[config.mk]
export PLATFORM = sky130hd
export DESIGN_NAME = pulse_rx_monitor
export DESIGN_NICKNAME = d
export VERILOG_FILES = /design/src/rtl/pulse_rx_pkg.sv /design/src/rtl/pulse_rx_fifo.sv /design/src/rtl/pulse_rx_monitor.sv
export SDC_FILE = /design/constraint.sdc
export NUM_CORES = 1
export LEC_CHECK = 0
export CAP_MARGIN = 20
export CORE_MARGIN = 2
export CORE_UTILIZATION = 45
export DETAILED_ROUTE_END_ITERATION = 7
export PLACE_DENSITY = 0.65
export SLEW_MARGIN = 5
export SYNTH_ARGS = -nofsm -noshare
export SYNTH_HDL_FRONTEND = slang
export SYNTH_SLANG_ARGS = --single-unit
[constraint.sdc]
create_clock -name clk -period 6 [get_ports clk]
set_input_delay 1.8 -clock clk [delete_from_list [all_inputs] [get_ports clk]]
set_output_delay 1.8 -clock clk [all_outputs]
set_load 0.02 [all_outputs]
[src/rtl/pulse_rx_pkg.sv]
// Shared types for the pulse receive monitor: record layout, FSM encoding, drop-count limit.
// Record field widths here fix the AW/LW seen by pulse_rx_monitor.
package pulse_rx_pkg;

  localparam int         REC_AW   = 8;
  localparam int         REC_LW   = 4;
  localparam logic [7:0] DROP_MAX = 8'hFF;

  typedef enum logic {
    RX_IDLE = 1'b0,
    RX_MEAS = 1'b1
  } rx_state_e;

  typedef struct packed {
    logic [REC_AW-1:0] amp;
    logic [REC_LW-1:0] len;
    logic              len_err;
    logic              amp_err;
    logic              state;
  } pulse_rec_t;

endpackage

[src/rtl/pulse_rx_fifo.sv]
// First-word-fall-through synchronous FIFO of pulse records, DEPTH a power of two >= 2.
// A push into a full FIFO is accepted when a pop happens in the same cycle.
module pulse_rx_fifo
  import pulse_rx_pkg::*;
#(
  parameter int DEPTH = 4
) (
  input  logic       clk,
  input  logic       rst_n,
  input  logic       push,
  input  pulse_rec_t din,
  output logic       full,
  input  logic       pop,
  output pulse_rec_t dout,
  output logic       empty
);

  localparam int PW = $clog2(DEPTH);

  logic [PW:0] wr_ptr;
  logic [PW:0] rd_ptr;
  logic        wr_en;
  logic        rd_en;
  pulse_rec_t  mem [DEPTH];

  assign empty = (wr_ptr == rd_ptr);
  assign full  = (wr_ptr[PW] != rd_ptr[PW]) && (wr_ptr[PW-1:0] == rd_ptr[PW-1:0]);
  assign rd_en = pop & ~empty;
  assign wr_en = push & (~full | rd_en);

  // Head is forced to zero when empty so the unreset storage never reaches the outputs.
  assign dout = empty ? '0 : mem[rd_ptr[PW-1:0]];

  // NOTE: non-blocking assignments for all sequential state so every flop samples pre-edge values.
  always_ff @(posedge clk or negedge rst_n) begin
    if (!rst_n) begin
      wr_ptr <= '0;
      rd_ptr <= '0;
    end else begin
      if (wr_en) wr_ptr <= wr_ptr + 1'b1;
      if (rd_en) rd_ptr <= rd_ptr + 1'b1;
    end
  end

  // NOTE: storage is deliberately not reset; validity comes from the pointers alone.
  always_ff @(posedge clk) begin
    if (wr_en) mem[wr_ptr[PW-1:0]] <= din;
  end

endmodule

[src/rtl/pulse_rx_monitor.sv]
// Pulse receive monitor: measures length/amplitude of each pulse and queues one record per pulse.
// Optional macro PULSE_RX_THRESH_EN adds a thresh port and amplitude-threshold state discrimination.
module pulse_rx_monitor
  import pulse_rx_pkg::*;
#(
  parameter int AW      = REC_AW,
  parameter int LW      = REC_LW,
  parameter int EXP_LEN = 4,
  parameter int DEPTH   = 4
) (
  input  logic          clk,
  input  logic          rst_n,
  input  logic          pulse_in,
  input  logic [AW-1:0] amp_in,
`ifdef PULSE_RX_THRESH_EN
  input  logic [AW-1:0] thresh,
`endif
  output logic          res_valid,
  input  logic          res_ready,
  output logic [AW-1:0] res_amp,
  output logic [LW-1:0] res_len,
  output logic          res_len_err,
  output logic          res_amp_err,
  output logic          res_state,
  output logic          overflow,
  output logic          glitch,
  output logic [7:0]    drop_cnt
);

  localparam logic          S_IDLE  = RX_IDLE;
  localparam logic          S_MEAS  = RX_MEAS;
  localparam logic [LW-1:0] LEN_MAX = '1;

  logic          state;
  logic          prev_pulse;
  logic [AW-1:0] amp_q;
  logic [LW-1:0] len_q;
  logic          sat_q;
  logic          amp_err_q;
  logic          rec_state;
  logic          push;
  logic          pop;
  logic          full;
  logic          empty;
  pulse_rec_t    rec_in;
  pulse_rec_t    rec_out;

`ifdef PULSE_RX_THRESH_EN
  assign rec_state = (amp_q >= thresh);
`else
  assign rec_state = 1'b0;
`endif

  // Record is built from the measurement registers in the cycle the falling edge is sampled.
  assign push           = (state == S_MEAS) && !pulse_in;
  assign pop            = res_valid & res_ready;
  assign rec_in.amp     = amp_q;
  assign rec_in.len     = len_q;
  assign rec_in.len_err = (len_q != LW'(EXP_LEN)) | sat_q;
  assign rec_in.amp_err = amp_err_q;
  assign rec_in.state   = rec_state;

  // prev_pulse resets high so a pulse already active at reset release is not measured.
  always_ff @(posedge clk or negedge rst_n) begin
    if (!rst_n) begin
      state      <= S_IDLE;
      prev_pulse <= 1'b1;
      amp_q      <= '0;
      len_q      <= '0;
      sat_q      <= 1'b0;
      amp_err_q  <= 1'b0;
    end else begin
      prev_pulse <= pulse_in;
      case (state)
        S_IDLE: begin
          if (pulse_in && !prev_pulse) begin
            state     <= S_MEAS;
            amp_q     <= amp_in;
            len_q     <= LW'(1);
            sat_q     <= 1'b0;
            amp_err_q <= 1'b0;
          end
        end
        S_MEAS: begin
          if (pulse_in) begin
            if (len_q == LEN_MAX) sat_q <= 1'b1;
            else                  len_q <= len_q + 1'b1;
            if (amp_in != amp_q) amp_err_q <= 1'b1;
          end else begin
            state <= S_IDLE;
          end
        end
        default: state <= S_IDLE;
      endcase
    end
  end

  always_ff @(posedge clk or negedge rst_n) begin
    if (!rst_n) begin
      overflow <= 1'b0;
      glitch   <= 1'b0;
      drop_cnt <= '0;
    end else begin
      if (push && full && !pop) begin
        overflow <= 1'b1;
        if (drop_cnt != DROP_MAX) drop_cnt <= drop_cnt + 1'b1;
      end
      if ((state == S_IDLE) && !pulse_in && (amp_in != '0)) glitch <= 1'b1;
    end
  end

  pulse_rx_fifo #(
    .DEPTH (DEPTH)
  ) u_fifo (
    .clk   (clk),
    .rst_n (rst_n),
    .push  (push),
    .din   (rec_in),
    .full  (full),
    .pop   (pop),
    .dout  (rec_out),
    .empty (empty)
  );

  assign res_valid   = ~empty;
  assign res_amp     = rec_out.amp;
  assign res_len     = rec_out.len;
  assign res_len_err = rec_out.len_err;
  assign res_amp_err = rec_out.amp_err;
  assign res_state   = rec_out.state;

endmodule

# == After elaboration in Yosys (flattened, before gate mapping) ==
# Memories as Yosys holds them, arrays and structs flattened.
# Cells that the tools add are included.
# word_totals
register_bits,32
mem_bits_rw,56
inputBits,12
out_inout_bits,26
word_cells,69
mem_count,1
# mem_list
name,words,word_bits,read_ports,rd_ports_with_merged_regs,write_ports,line_no,text
u_fifo.mem,4,14,1,0,1,pulse_rx_fifo.sv:24,pulse_rec_t mem [DEPTH];
# classes
addsub,4
n_eq_ne,12
n_mux,17
n_bitwise,8
reduce_logical,16
# op_table
op,n
15-bit two-way mux,1
4-bit two-way mux,3
1-bit two-way mux,9
3-bit AND reduction,3
8-bit by 1-bit adder with 8-bit output (second input constant),1
8-bit != test,1
8-bit != test (second input constant),1
4-bit one-hot mux with 2 select lines,1
8-bit nonzero test,1
1-bit logical AND,7
3-bit by 1-bit adder with 3-bit output (second input constant),2
2-bit != test (second input constant),3
1-bit one-hot mux with 2 select lines,3
4-bit by 1-bit adder with 4-bit output (second input constant),1
4-bit equality test (second input constant),1
2-bit by 1-bit != test with 1-bit output (second input constant),2
4-bit by 3-bit != test with 1-bit output (second input constant),1
2-bit AND reduction,2
1-bit bitwise AND,3
3-bit equality test,1
1-bit zero test,3
1-bit NOT,3
2-bit equality test,1
1-bit OR,2
1-bit != test,1

# == Depth between registers and ports, before layout ==
# Gate-level depths: netlist of run 1.
# depth
depth_word,8
depth_mapped,6
ltp_nobuf,5

# == Modules after synthesis ==
# From an unflattened synthesis of run 1, not the netlist that was laid out.
# unflattened
hier_cells,249
area_unflattened_um2,4028.9
# modules_own_cells
mod,instances,cells_each,area_per_inst_um2,seq_area_each_um2
pulse_rx_fifo,1,130,2748.9,1951.9
pulse_rx_monitor,1,119,1280.0,651.9

# == Worst setup path after synthesis of run 1 ==
# OpenSTA, ideal clock, no wires.
# synth_timing
path_kind,register -> output
start,register u_fifo.rd_ptr[0]
end,output port res_amp[4]
t_arrival_ps,1567
required_time_ps,4200
path_slack_ps,2633
path_stages_with_launch,5
path_buffers,2
path_cell_list,dfrtp_1 > buf_4 > buf_2 > mux4_2 > and2_1
# synth_between
elab_chain_cells,2
elab_cells_between_ends,3
classes_between,1 x eq/ne; 1 x mux; 1 x memory
# synth_rtl
item,line_no,text
from (decl),pulse_rx_fifo.sv:21,logic [PW:0] rd_ptr;
from (signal assigned),pulse_rx_fifo.sv:41,if (rd_en) rd_ptr <= rd_ptr + 1'b1;
memory 4 x 14 bit / 3-bit equality test (equally long branches),-,
15-bit two-way mux *,pulse_rx_fifo.sv:32,assign dout = empty ? '0 : mem[rd_ptr[PW-1:0]];
to (decl),pulse_rx_monitor.sv:20,"output logic [AW-1:0] res_amp,"
# Every way passes the cells marked *; elsewhere a longest branch is shown, timed or not.

# == Final worst setup path of run 1 ==
# layout_timing
start,register u_fifo.rd_ptr[0]
end,output port res_len_err
# layout_between
elab_chain_cells,2
elab_cells_between_ends,3
classes_between,1 x eq/ne; 1 x mux; 1 x memory
# layout_rtl
item,line_no,text
memory 4 x 14 bit / 3-bit equality test (equally long branches),-,
15-bit two-way mux *,pulse_rx_fifo.sv:32,
to (decl),pulse_rx_monitor.sv:22,"output logic res_len_err,"
# Marked as above.

==> impl_metrics.yaml, run 1 <==
timing:
  setup-violations-final: 0
  slew_violations: 0
  worst_slew_pin_slew_ps: 822
  max_freq_mhz: 219
  rsz0062_at_grt: "false"
  post-route-period-util_pct: 76.2
  finalCriticalPeriod_ps: 4570
  setup_tns_ps: 0
  slew_headroom_pct: 45.2
  fin_skew_ps: 5.73
  hold_viol: 0
layout:
  multi_input_area_um2: 1260
  num_antenna_cells: 0
  fillerInstances: 682
  area.sequential_um2: 2480
  syn_to_final_growth_pct: 17.1
  drive_above_1_share_pct: 17.0
  fin_nets: 297
drt:
  drtIter0Drc: 116
  ant_nets: 0
  wl_um: 6270
  vias: 2029
  dr.pass1.iters: 4
  viasPerCell: 5.24
  wl_per_cell_um: 16.2
  drcViolationCount: 0
grt:
  grt_pass1_wl_um: 10200
  antenna_found_initial: 0
  grt_max_degree: 33
  grt_usage_pct: 15.4
  grt_pass1_vias: 2022
  grt_overflow_total: 0
synthesis:
  synth-edff-count: 56
  yosys-top-cells-area: "edfxtp_1, dfrtp_1, mux4_2"
  yosys_register_bits: 88
  yosysUniqueCellTypes: 43
  syn_area_per_cell_um2: 16.2
  ys_async_sr_fraction_pct: 36.4
  ys.flop_type: "edfxtp_1"
  ys_seq_area_share_pct: 65.0
  syn_inst: 236
  synth_area_um2: 3820
  synth_top_area_share_pct: 44.0
  yosysWarnings: 0
  synth_top_area_cell: "edfxtp_1"
  synth_nets: 256
cts:
  cts_setup_buffers: 0
  clk_pin_slew_ps: 80
  hold_buffers: 0
  clk_path_buf_depth: 2
  cts_buffers: 9
  cts.sinks: 88
  cts_max_level: 3
  cts_tree: "yes"
  root_buffer: "clkbuf_8"
  cts.repair.resized: 0
  insertion_delay_ps: 340
worst_setup_path:
  r2r_slack_ps: 3540
  crit_buf_inv: 2
  critPathRequiredTime_ps: 4200
  path_max_fanout: 12
  critPathSlowestCell: "dfrtp_1"
  path_cells: "buf_4 > mux4_2 > and2_1 > clkdlybuf4s50_1"
  r2r_start: "u_fifo.rd_ptr[1]"
  critPathMaxStageDelay_ps: 880
  cp-end-kind: "primary output"
  crit_start: "u_fifo.rd_ptr[0]"
  path_delay_family: "flip-flops"
  r2r-end: "u_fifo.mem[3][7]"
  crit_arrival_ps: 2770
  startpoint_type: "flop"
  reg2reg_depth: 3
  critPathKind: "reg -> out"
pwr:
  total_power_mw: 1.97
  power.leakage_nw: 1.59
  power_density_nw_per_um2: 440
  vdd_drop_max_mv: 0.198
run_status:
  status: "finished clean"
placed_design:
  gp_congestion: 0.752
  portBuffers: 36
  dp.final_hpwl_um: 4130
run:
  cap_violations: 0
die:
  fp.dieW_um: 96.2
  die_h_um: 96.2
  initial_core_util_pct: 46.5
  ioPinCount: 38
  die-area_um2: 9240
  row_count: 33
  coreArea_um2: 8220
hold_path:
  hp-start: "glitch"
  hold_class: "reg -> reg"
  min_to: "glitch"
  hold_path_depth: 1
-- area by class of cell --
class,instances,share of cell area (%)
flip-flops and latches,88,55.5
multi-input cells,130,28.1
repair buffers,39,8.55
well taps,105,2.94
clock buffers,9,2.77
clock inverters,7,1.40
inverters,9,0.755
-- state kept, by name (all words and copies together), names as in the netlist --
name and flops:
drop_cnt 8, u_fifo.rd_ptr 3, overflow 1, glitch 1, state 1, amp_err_q 1, sat_q 1, len_q 4
amp_q 8, prev_pulse 1, u_fifo.mem 56, u_fifo.wr_ptr 3
-- report_power, final --
| group | internal [mW] | switching, mW |
|---|---|---|
| Clock | 0.188 | 0.193 |
| Combinational | 0.397 | 0.336 |
| Sequential | 0.739 | 0.117 |
| Total | 1.32 | 0.646 |
-- logic make-up after synthesis --
kind of cell | Yosys count | synth area share (%)
mux | 27 | 12.1
flops | 88 | 65.0
compound gates | 18 | 3.34
other cells | 1 | 0.0981
simple gates | 56 | 9.00
fa+ha+maj | 8 | 2.62
buf+inv | 18 | 2.10
xor+xnor | 20 | 5.76
-- per-stage QoR --
step	setup WS (ps)	area (um^2)	utilization [%]	hold WS (ps)	cells
after floorplan	2630	3820	-	476	236
after global routing	1150	4480	54.5	510	387
final	1430	4480	54.5	479	387
after CTS	1280	4470	54.4	489	386
after detailed placement	1650	4280	52.1	461	370
after global placement	1750	4280	52.1	454	370
-- layer usage --
metal | part of all wire (%) | up-vias | track usage (%) | wire length [um]
li1 | - | 963 | - | -
met1 | 43 | 1019 | 19.4 | 2700
met2 | 52 | 40 | 26.2 | 3260
met3 | 3.7 | 7 | 3.37 | 233
met4 | 1.2 | 0 | 5.83 | 74
met5 | 0 | - | 0 | 0
-- cell usage after synthesis, types with 2 or more instances --
master,instances
xnor2_4,2
nand4_1,3
nor2_1,6
o21ai_0,3
nor4_2,2
ha_1,8
and2_1,18
xor2_1,4
edfxtp_1,56
nor4_1,2
dfrtp_1,31
nand3b_1,2
a21oi_1,5
nand3_1,3
nand2b_1,3
buf_4,2
nand2_1,8
buf_2,4
clkbuf_1,3
mux2_2,8
nor3_1,4
mux4_2,14
xnor2_1,13
mux2_1,5
inv_1,9
-- how the worst max path moves through the flow --
stage                        to  cells past startpoint
floorplan            res_amp[4]                      4
global placement    res_len_err                      4
detailed placement   res_amp[7]                      4
CTS                  res_amp[7]                      4
global route         res_amp[7]                      4
finish              res_len_err                      4
-- layout by cell type, fill, tap and decap left out, types with 2 or more instances in the layout --
| cell | synthesis | layout |
|---|---|---|
| mux2_1 | 5 | 5 |
| edfxtp_1 | 56 | 56 |
| nand2b_1 | 3 | 3 |
| nor4_1 | 2 | 2 |
| nand2_1 | 8 | 8 |
| clkdlybuf4s50_1 | 0 | 36 |
| xnor2_1 | 13 | 13 |
| ha_1 | 8 | 8 |
| a21oi_1 | 5 | 5 |
| mux2_2 | 8 | 8 |
| nor2_1 | 6 | 6 |
| dfrtp_1 | 31 | 31 |
| o21ai_0 | 3 | 3 |
| clkbuf_8 | 0 | 9 |
| and2_1 | 18 | 18 |
| nand3_1 | 3 | 3 |
| nor3_1 | 4 | 4 |
| xor2_1 | 4 | 4 |
| inv_1 | 9 | 9 |
| xnor2_4 | 2 | 2 |
| clkinv_1 | 0 | 3 |
| nand4_1 | 3 | 3 |
| buf_4 | 2 | 3 |
| nand3b_1 | 2 | 2 |
| mux4_2 | 14 | 14 |
| nor4_2 | 2 | 2 |
-- worst register-to-register path: cells and delay by family, from the launching register on --
kind	cells	cell delay (ps)
and+or+nand+nor	1	690
xor gates and xnor gates	1	180
DFF	1	880
AOI/OAI and AO/OA	1	340
(Power assumes the default switching activity.)
==> run 2, diff against run 1 <==
--- a/config.mk
+++ b/config.mk
@@ -9,7 +9,7 @@
 export CORE_MARGIN = 2
 export CORE_UTILIZATION = 45
 export DETAILED_ROUTE_END_ITERATION = 7
-export PLACE_DENSITY = 0.65
+export PLACE_DENSITY = 0.68
 export SLEW_MARGIN = 5
 export SYNTH_ARGS = -nofsm -noshare
 export SYNTH_HDL_FRONTEND = slang
==> constraint.sdc (replaced) <==
create_clock -name clk -period 4 [get_ports clk]
set_input_delay 1.2 -clock clk [delete_from_list [all_inputs] [get_ports clk]]
set_output_delay 1.2 -clock clk [all_outputs]
set_load 0.02 [all_outputs]
==> run 2 against run 1 <==
Against the previous run: first-iteration DRC count rose by 7.8%; critical path depth grew 1; power up 59%; largest cell class unchanged; critical endpoint is now res_len[2]; hold slack got worse by 1.2 ps; final area up 2.4%.
==> impl_metrics.yaml, run 2 (synthesized netlist as in run 1, its figures left out) <==
run_status:
  status: "finished clean"
pwr:
  pwr-share-seq_pct: 40.4
  power.leakage_nw: 1.64
  p_clk_share_pct: 22.8
  p_sw_share_pct: 31.4
  switching_power_mw: 0.985
  power_density_nw_per_um2: 684
  p_int_mw: 2.15
  pwr-share-comb_pct: 36.8
  vdd_drop_max_mv: 0.212
worst_setup_path:
  critPathSlowestCell: "dfrtp_1"
  path_cells: "xnor2_4 > nand3b_1 > buf_4 > and2_1 > clkdlybuf4s50_1"
  r2r_slack_ps: 1810
  critPathRequiredTime_ps: 2800
  path_max_fanout: 17
  crit_arrival_ps: 2500
  critPathKind: "reg -> out"
  startpoint_type: "flop"
  crit_buf_inv: 2
  path_delay_family: "flip-flops"
  cp-end-kind: "primary output"
  r2r-end: "u_fifo.mem[1][13]"
  r2r_start: "u_fifo.rd_ptr[1]"
  reg2reg_depth: 4
  critPathMaxStageDelay_ps: 920
hold_path:
  hold_path_depth: 1
  hold_class: "reg -> reg"
  min_to: "glitch"
  hp-start: "glitch"
run:
  cap_violations: 0
die:
  coreArea_um2: 8220
  die-area_um2: 9240
  ioPinCount: 38
  row_count: 33
  fp.dieW_um: 96.2
  die_h_um: 96.2
  initial_core_util_pct: 46.5
grt:
  grt_max_degree: 33
  grt_pass1_vias: 2095
  grt_usage_pct: 16.1
  antenna_found_initial: 0
  grt_pass1_wl_um: 10600
  grt_overflow_total: 0
drt:
  wl_met3_um: 179
  ant_nets: 0
  vias: 2042
  wl_met1_um: 3010
  wl_per_cell_um: 16.6
  viasPerCell: 5.20
  wl_met2_um: 3260
  drtIter0Drc: 125
  dr.pass1.iters: 4
  top_layer: "met4"
  drcViolationCount: 0
  wl_um: 6520
cts:
  cts_buffers: 9
  cts.repair.resized: 0
  insertion_delay_ps: 340
  cts_setup_buffers: 0
  cts.sinks: 88
  cts_tree: "yes"
  clk_pin_slew_ps: 80
  clk_path_buf_depth: 2
  cts_max_level: 3
  root_buffer: "clkbuf_8"
  hold_buffers: 0
placed_design:
  gp_congestion: 0.736
  portBuffers: 36
  place_ws_ps: 608
  dp.final_hpwl_um: 4390
timing:
  hold_viol: 0
  rsz0062_at_grt: "false"
  post-route-period-util_pct: 92.6
  setup-violations-final: 0
  slew_headroom_pct: 41.8
  finalCriticalPeriod_ps: 3700
  worst_slew_pin_slew_ps: 873
  fin_skew_ps: 11.5
  max_freq_mhz: 270
  setup_tns_ps: 0
  slew_violations: 0
  setup_ws_ps: 297
layout:
  fillerInstances: 663
  syn_to_final_growth_pct: 19.9
  layout_commonest_cell: "edfxtp_1"
  final_cell_mix: "edfxtp_1, clkdlybuf4s50_1, dfrtp_1, and2_1, mux4_2"
  drive_above_1_share_pct: 19.1
  fin_nets: 303
  largest_reg_flops: 56
  num_antenna_cells: 0
-- run 2: cell types whose count changed in the layout (fill, tap and decap cells not counted) --
cell	before	now
buf_4	3	8
clkinv_1	3	0
clkinv_2	1	0
clkbuf_1	0	2
bufinv_16	1	3
clkinv_4	1	0
buf_12	0	1
clkinvlp_4	1	2
-- run 2: cell type report --
cell class	count	area [um^2]	area share, %
flip-flops and latches	88	2480	54.2
multi-input cells	130	1260	27.4
repair buffers	45	440	9.61
clock buffers	11	131	2.87
well taps	105	131	2.87
clock inverters	5	105	2.29
inverters	9	33.8	0.737
-- run 2: worst reg2reg max path, delay by kind of cell (launching register included) --
kind | cells | cell delay [ps]
compound gates | 1 | 360
simple gates | 1 | 180
buf+inv | 1 | 240
xor+xnor | 1 | 180
flops | 1 | 920
-- run 2: per-layer routing --
layer,up-vias,GRT usage [%]
li1,967,-
met1,1034,21.6
met2,36,25.9
met3,5,2.66
met4,0,7.26
met5,-,0
-- run 2: power groups by stage --
stage	sequential [mW]	clock (mW)	combinational, mW
6_report	1.27	0.714	1.15
5_1_grt	1.29	0.768	1.25
4_1_cts	1.27	0.728	1.18
3_5_place_dp	1.29	0	1.18
3_3_place_gp	1.28	0	1.16
2_1_floorplan	1.22	0	0.773
-- run 2: worst max path at each step --
stage	to	depth (start not counted)	from	slack (ps)
after floorplan	res_amp[4]	4	u_fifo.rd_ptr[0]	1230
after global placement	res_amp[2]	5	u_fifo.rd_ptr[1]	630
after detailed placement	res_len[2]	5	u_fifo.rd_ptr[1]	610
after CTS	res_len[2]	5	u_fifo.rd_ptr[1]	230
after global routing	res_len[2]	5	u_fifo.rd_ptr[1]	140
final	res_len[2]	5	u_fifo.rd_ptr[1]	300
-- run 2: stage by stage --
| step | util, % | cells | hold WS [ps] | cell area (um^2) | power [mW] |
|---|---|---|---|---|---|
| final | 55.8 | 393 | 478 | 4580 | 3.13 |
| after global routing | 55.8 | 393 | 496 | 4580 | 3.30 |
| after CTS | 55.8 | 393 | 480 | 4580 | 3.18 |
| after detailed placement | 52.9 | 377 | 456 | 4350 | 2.46 |
| after global placement | 52.9 | 377 | 452 | 4350 | 2.44 |
| after floorplan | - | 236 | 476 | 3820 | 2.00 |
